File: src/rtl/uart_stream_rx.sv
// 8N1 UART receiver that reassembles 64 consecutive bytes little-endian into a 512-bit word.
// Partial frames are dropped on a bad stop bit or after TIMEOUT_CLKS idle cycles between bytes.
module uart_stream_rx #(
    parameter int CLKS_PER_BIT = 868,
    parameter int TIMEOUT_CLKS = 86800
) (
    input  logic         clk,
    input  logic         rst,
    input  logic         uart_rx,
    output logic [511:0] data_out,
    output logic         data_valid,
    output logic         busy,
    output logic         frame_err,
    output logic         timeout_err
);

    localparam int TW = $clog2(CLKS_PER_BIT + 1);
    localparam int IW = $clog2(TIMEOUT_CLKS + 1);
    localparam logic [TW-1:0] HALF_M1 = TW'(CLKS_PER_BIT / 2 - 1);
    localparam logic [TW-1:0] FULL_M1 = TW'(CLKS_PER_BIT - 1);
    localparam logic [IW-1:0] TMO     = IW'(TIMEOUT_CLKS);

    typedef enum logic [2:0] {
        S_IDLE, S_START, S_DATA, S_STOP, S_WAIT_HIGH
    } state_t;

    state_t         r_state;
    logic           r_rx_meta;
    logic           r_rx_s;
    logic [TW-1:0]  r_timer;
    logic [2:0]     r_bit_idx;
    logic [7:0]     r_shift;
    logic [5:0]     r_cnt;
    logic [IW-1:0]  r_idle;
    logic [511:0]   r_asm;
    logic           w_rx_active;

    // WAIT_HIGH is excluded so busy drops together with frame_err.
    assign w_rx_active = (r_state == S_START) || (r_state == S_DATA) || (r_state == S_STOP);
    assign busy        = w_rx_active || (r_cnt != 6'd0);

    always_ff @(posedge clk) begin
        if (rst) begin
            r_rx_meta   <= 1'b1;
            r_rx_s      <= 1'b1;
            r_state     <= S_IDLE;
            r_timer     <= '0;
            r_bit_idx   <= '0;
            r_shift     <= '0;
            r_cnt       <= '0;
            r_idle      <= '0;
            r_asm       <= '0;
            data_out    <= '0;
            data_valid  <= 1'b0;
            frame_err   <= 1'b0;
            timeout_err <= 1'b0;
        end else begin
            r_rx_meta   <= uart_rx;
            r_rx_s      <= r_rx_meta;
            data_valid  <= 1'b0;
            frame_err   <= 1'b0;
            timeout_err <= 1'b0;

            case (r_state)
                S_IDLE: begin
                    // A start edge takes priority over an expiring timeout.
                    if (!r_rx_s) begin
                        r_state <= S_START;
                        r_timer <= '0;
                        r_idle  <= '0;
                    end else if (r_cnt == 6'd0) begin
                        r_idle <= '0;
                    end else if (r_idle == TMO) begin
                        r_cnt       <= '0;
                        r_idle      <= '0;
                        timeout_err <= 1'b1;
                    end else begin
                        r_idle <= r_idle + 1'b1;
                    end
                end
                S_START: begin
                    if (r_timer == HALF_M1) begin
                        r_timer   <= '0;
                        r_bit_idx <= '0;
                        r_state   <= r_rx_s ? S_IDLE : S_DATA;
                    end else begin
                        r_timer <= r_timer + 1'b1;
                    end
                end
                S_DATA: begin
                    if (r_timer == FULL_M1) begin
                        r_timer <= '0;
                        r_shift <= {r_rx_s, r_shift[7:1]};
                        if (r_bit_idx == 3'd7) r_state <= S_STOP;
                        else                   r_bit_idx <= r_bit_idx + 1'b1;
                    end else begin
                        r_timer <= r_timer + 1'b1;
                    end
                end
                S_STOP: begin
                    if (r_timer == FULL_M1) begin
                        r_timer <= '0;
                        if (r_rx_s) begin
                            r_state                 <= S_IDLE;
                            r_asm[{r_cnt, 3'b000} +: 8] <= r_shift;
                            r_cnt                   <= r_cnt + 1'b1;
                            if (r_cnt == 6'd63) begin
                                data_out   <= {r_shift, r_asm[503:0]};
                                data_valid <= 1'b1;
                            end
                        end else begin
                            r_state   <= S_WAIT_HIGH;
                            r_cnt     <= '0;
                            frame_err <= 1'b1;
                        end
                    end else begin
                        r_timer <= r_timer + 1'b1;
                    end
                end
                S_WAIT_HIGH: begin
                    if (r_rx_s) r_state <= S_IDLE;
                end
                default: r_state <= S_IDLE;
            endcase
        end
    end

endmodule

File: config.mk
export PLATFORM = sky130hd
export DESIGN_NAME = uart_stream_rx
export DESIGN_NICKNAME = d
export VERILOG_FILES = /design/src/rtl/uart_stream_rx.sv
export SDC_FILE = /design/constraint.sdc
export NUM_CORES = 2
export LEC_CHECK = 0
export CAP_MARGIN = 20
export CORE_ASPECT_RATIO = 0.5
export CORE_MARGIN = 2
export CORE_UTILIZATION = 59
export CTS_CLUSTER_DIAMETER = 120
export DETAILED_ROUTE_END_ITERATION = 10
export PLACE_DENSITY_LB_ADDON = 0.3
export SYNTH_ARGS = -nofsm -noshare
export SYNTH_HDL_FRONTEND = slang
export SYNTH_SLANG_ARGS = --single-unit
File: constraint.sdc
create_clock -name clk -period 6.21 [get_ports clk]
set_input_delay 1.242 -clock clk [delete_from_list [all_inputs] [get_ports clk]]
set_output_delay 1.242 -clock clk [all_outputs]
set_load 0.02 [all_outputs]
==> flow_metrics.py <==
metrics = {
    "place": {
        "numPortBuffers": 518,
        "routabilityCongestion": 0.954,
        "postPlaceCellArea_sq_mm": 0.0449,
        "dpl.hpwl_mm": 80.1,
    },
    "layout": {
        "fin_nets": 4777,
        "final_cell_mix": "nand2_1 (1605), dfxtp_1 (1068), a21oi_1 (549)",
        "final_area_sq_mm": 0.0479,
        "nFillCells": 4939,
        "area_growth_pct": 21.2,
        "drive_gt1_share_pct": 5.36,
        "layout_commonest_cell": "nand2_1",
    },
    "global_route": {
        "grtUsageMet1_pct": 43.1,
        "grt_pass1_vias": 31400,
        "grt_antenna_before_repair": 2,
        "grt_use_total_pct": 33.3,
        "top_usage_layer": "met2",
        "grt_use_met3_pct": 8.37,
        "met2_usage_pct": 53.2,
        "grt_first_pass_wirelength_mm": 180,
        "grt_max_degree": 224,
        "overflow": 0,
    },
    "synth": {
        "ys_dominant_reg_cell": "dfxtp_1",
        "synth_area_leaders": "dfxtp_1 (54%), nand2_1 (15%), mux2i_1 (12%), a21oi_1 (6.9%), clkbuf_1 (2.2%)",
        "synth_cells": 4442,
        "synth_cell_types": 74,
        "synth_edf_count": 0,
        "avgSynthCellArea_sq_um": 8.90,
        "yosysTopAreaCell": "dfxtp_1",
        "synthesis.nets": 4455,
        "ys_ff_latch": 1068,
        "yosys_warnings": 0,
        "yosysSeqAreaShare_pct": 54.1,
        "syn_area_sq_mm": 0.0395,
        "synthArstFlopShare_pct": 0,
        "yosys.area.top_type_share_pct": 54.1,
    },
    "run": {
        "cap_violations": 0,
    },
    "floorplan": {
        "dieArea_sq_mm": 0.0692,
        "core-area_sq_mm": 0.0666,
        "io_pins": 519,
        "row_count": 67,
        "die_w_um": 370,
        "start_util_pct": 59.3,
        "die_h_um": 187,
    },
    "route": {
        "vias": 33100,
        "drtIter0Drc": 3325,
        "drc": 0,
        "drt-total-wl_mm": 120,
        "vias_per_cell": 5.79,
        "dr.pass1.iters": 7,
        "ant_nets": 0,
        "wl_per_cell_um": 20.9,
    },
    "critical_path": {
        "worstPathBufferInverterCount": 2,
        "cp.required_ns": 4.97,
        "startpoint_type": "flip-flop",
        "r2r_start": "r_cnt[1]",
        "endpoint_kind": "output port",
        "critPathSlowestCell": "clkdlybuf4s50_1",
        "cp_cell_sequence": "inv_1 -> ha_1 -> or3b_1 -> nor2_1 -> o21ai_0 -> clkdlybuf4s50_1",
        "crit_path_start": "r_cnt[1]",
        "worst_path_largest_cell_delay_ns": 0.61,
        "cp_top_family": "buffers and inverters",
        "worstSetupPathType": "reg2out",
        "arrival_ns": 3.06,
        "cp_max_fo": 11,
    },
    "clocking": {
        "htree_levels": 3,
        "cts_tree": "done",
        "cts_max_path_buffers": 3,
        "clkLatencyLatePin_ns": 0.66,
        "cts_setup_buffers": 0,
        "clk_pin_slew_ns": 0.07,
        "numCtsBuffers": 86,
        "clock_sinks": 1068,
        "cts_root_buf": "clkbuf_16",
        "cts-resized-gates": 0,
        "ctsHoldBuffers": 0,
    },
    "outcome": {
        "status": "finished clean",
    },
    "power_and_ir_drop": {
        "vdd_ir_drop_max_v": 0.000195,
        "swShare_pct": 21.3,
        "p_per_area_mw_per_mm2": 265,
        "p_leak_nw": 17.7,
        "p_int_mw": 9.99,
        "p_clk_share_pct": 44.9,
        "p_comb_share_pct": 1.1,
        "p_sw_mw": 2.70,
        "seqPwrFrac_pct": 54.0,
    },
    "sta": {
        "slew_violations": 0,
        "skew_ns": 0.0222,
        "finalHoldViolCount": 0,
        "rsz0062_at_grt": "no",
        "max_freq_mhz": 232,
        "worst_pin_slew_ns": 1.24,
        "relSlewSlack_pct": 17.1,
        "tns_ns": 0,
        "post-route-period-util_pct": 69.3,
        "setup_viol": 0,
        "min_period_ns": 4.30,
    },
    "min_path": {
        "min_from": "r_rx_meta",
        "hold_path_class": "reg2reg",
    },
}
per-stage QoR:
| stage | hold WS (ns) | utilization, % | cells | power (mW) | worst slack (ns) |
|---|---|---|---|---|---|
| floorplan | 0.389 | - | 4442 | 7.11 | 3.29 |
| global placement | 0.402 | 67.3 | 5565 | 7.14 | 2.26 |
| detailed placement | 0.394 | 67.3 | 5565 | 7.14 | 2.12 |
| CTS | 0.416 | 71.7 | 5718 | 12.7 | 1.92 |
| global route | 0.422 | 71.9 | 5726 | 13.0 | 1.73 |
| finish | 0.416 | 71.9 | 5728 | 12.7 | 1.91 |
logic make-up after synthesis:
kind of cell | Yosys count | share of synthesized area (%)
AO/OA/AOI/OAI | 660 | 9.14
AND/OR/NAND/NOR | 1880 | 20.5
adder cells (fa/ha/maj) | 10 | 0.316
multiplexers | 467 | 11.8
flip-flops | 1068 | 54.1
XOR/XNOR | 24 | 0.570
buffers and inverters | 333 | 3.55
power by group through the flow:
stage	Sequential, mW	Combinational (mW)	Clock [mW]
final	6.85	0.138	5.70
after global routing	6.84	0.147	5.99
after CTS	6.85	0.132	5.72
after detailed placement	7.01	0.131	0
after global placement	7.01	0.129	0
after floorplan	7.01	0.103	0
sequential cells by signal (all words and copies together) (netlist names):
| name | flops |
|---|---|
| timeout_err | 1 |
| r_rx_s | 1 |
| r_rx_meta | 1 |
| r_cnt | 6 |
| r_timer | 10 |
| r_bit_idx | 3 |
| r_shift | 8 |
| r_state | 3 |
| frame_err | 1 |
| data_valid | 1 |
| r_idle | 17 |
| data_out | 512 |
| r_asm | 504 |
synth_stat cells, types with 4 or more instances:
master    count
a21o_1        4
a21oi_1     549
a31oi_1       5
and2_1       12
and3_1       17
buf_1         7
buf_2        74
buf_6         5
clkbuf_1    234
dfxtp_1    1068
ha_1         10
inv_1         9
mux2i_1     467
nand2_1    1613
nand2b_1      8
nand3_1      29
nand3_2      12
nand3_4      16
nand3b_1      7
nand4_1      23
nand4b_1     10
nor2_1       44
nor2b_1       5
nor3_1       14
nor3_4       16
nor4_1        6
nor4b_1       4
nor4bb_1      5
o211ai_1     24
o21a_1        4
o21ai_0      33
o31ai_1      18
or2_2         4
or3_1        11
or4_1         6
xnor2_1      16
xor2_1        6
metal layers:
metal	routed length [um]	vias up	share of wire (%)
li1	-	15300	-
met1	48800	16100	41
met2	55700	1358	46
met3	10300	288	8.6
met4	4960	2	4.1
met5	152	-	0.13
final timing paths:
kind / to / slack [ns] / cells after the start
max: busy / 1.91 / 6
min: r_rx_s / 0.42 / 1
max reg2reg: r_asm[72] / 2.42 / 7
min reg2reg: r_rx_s / 0.42 / 1
cell type report:
class | count | area, sq um | share of cell area [%]
well taps | 897 | 1120 | 2.34
inverters | 10 | 45.0 | 0.0940
multi-input cells | 3041 | 16800 | 35.1
repair buffers | 557 | 5630 | 11.7
flip-flops and latches | 1068 | 21400 | 44.6
diodes | 2 | 5.00 | 0.0104
clock buffers | 121 | 2460 | 5.14
clock inverters | 32 | 440 | 0.919
Note: power is estimated with default switching activity, not from simulation.
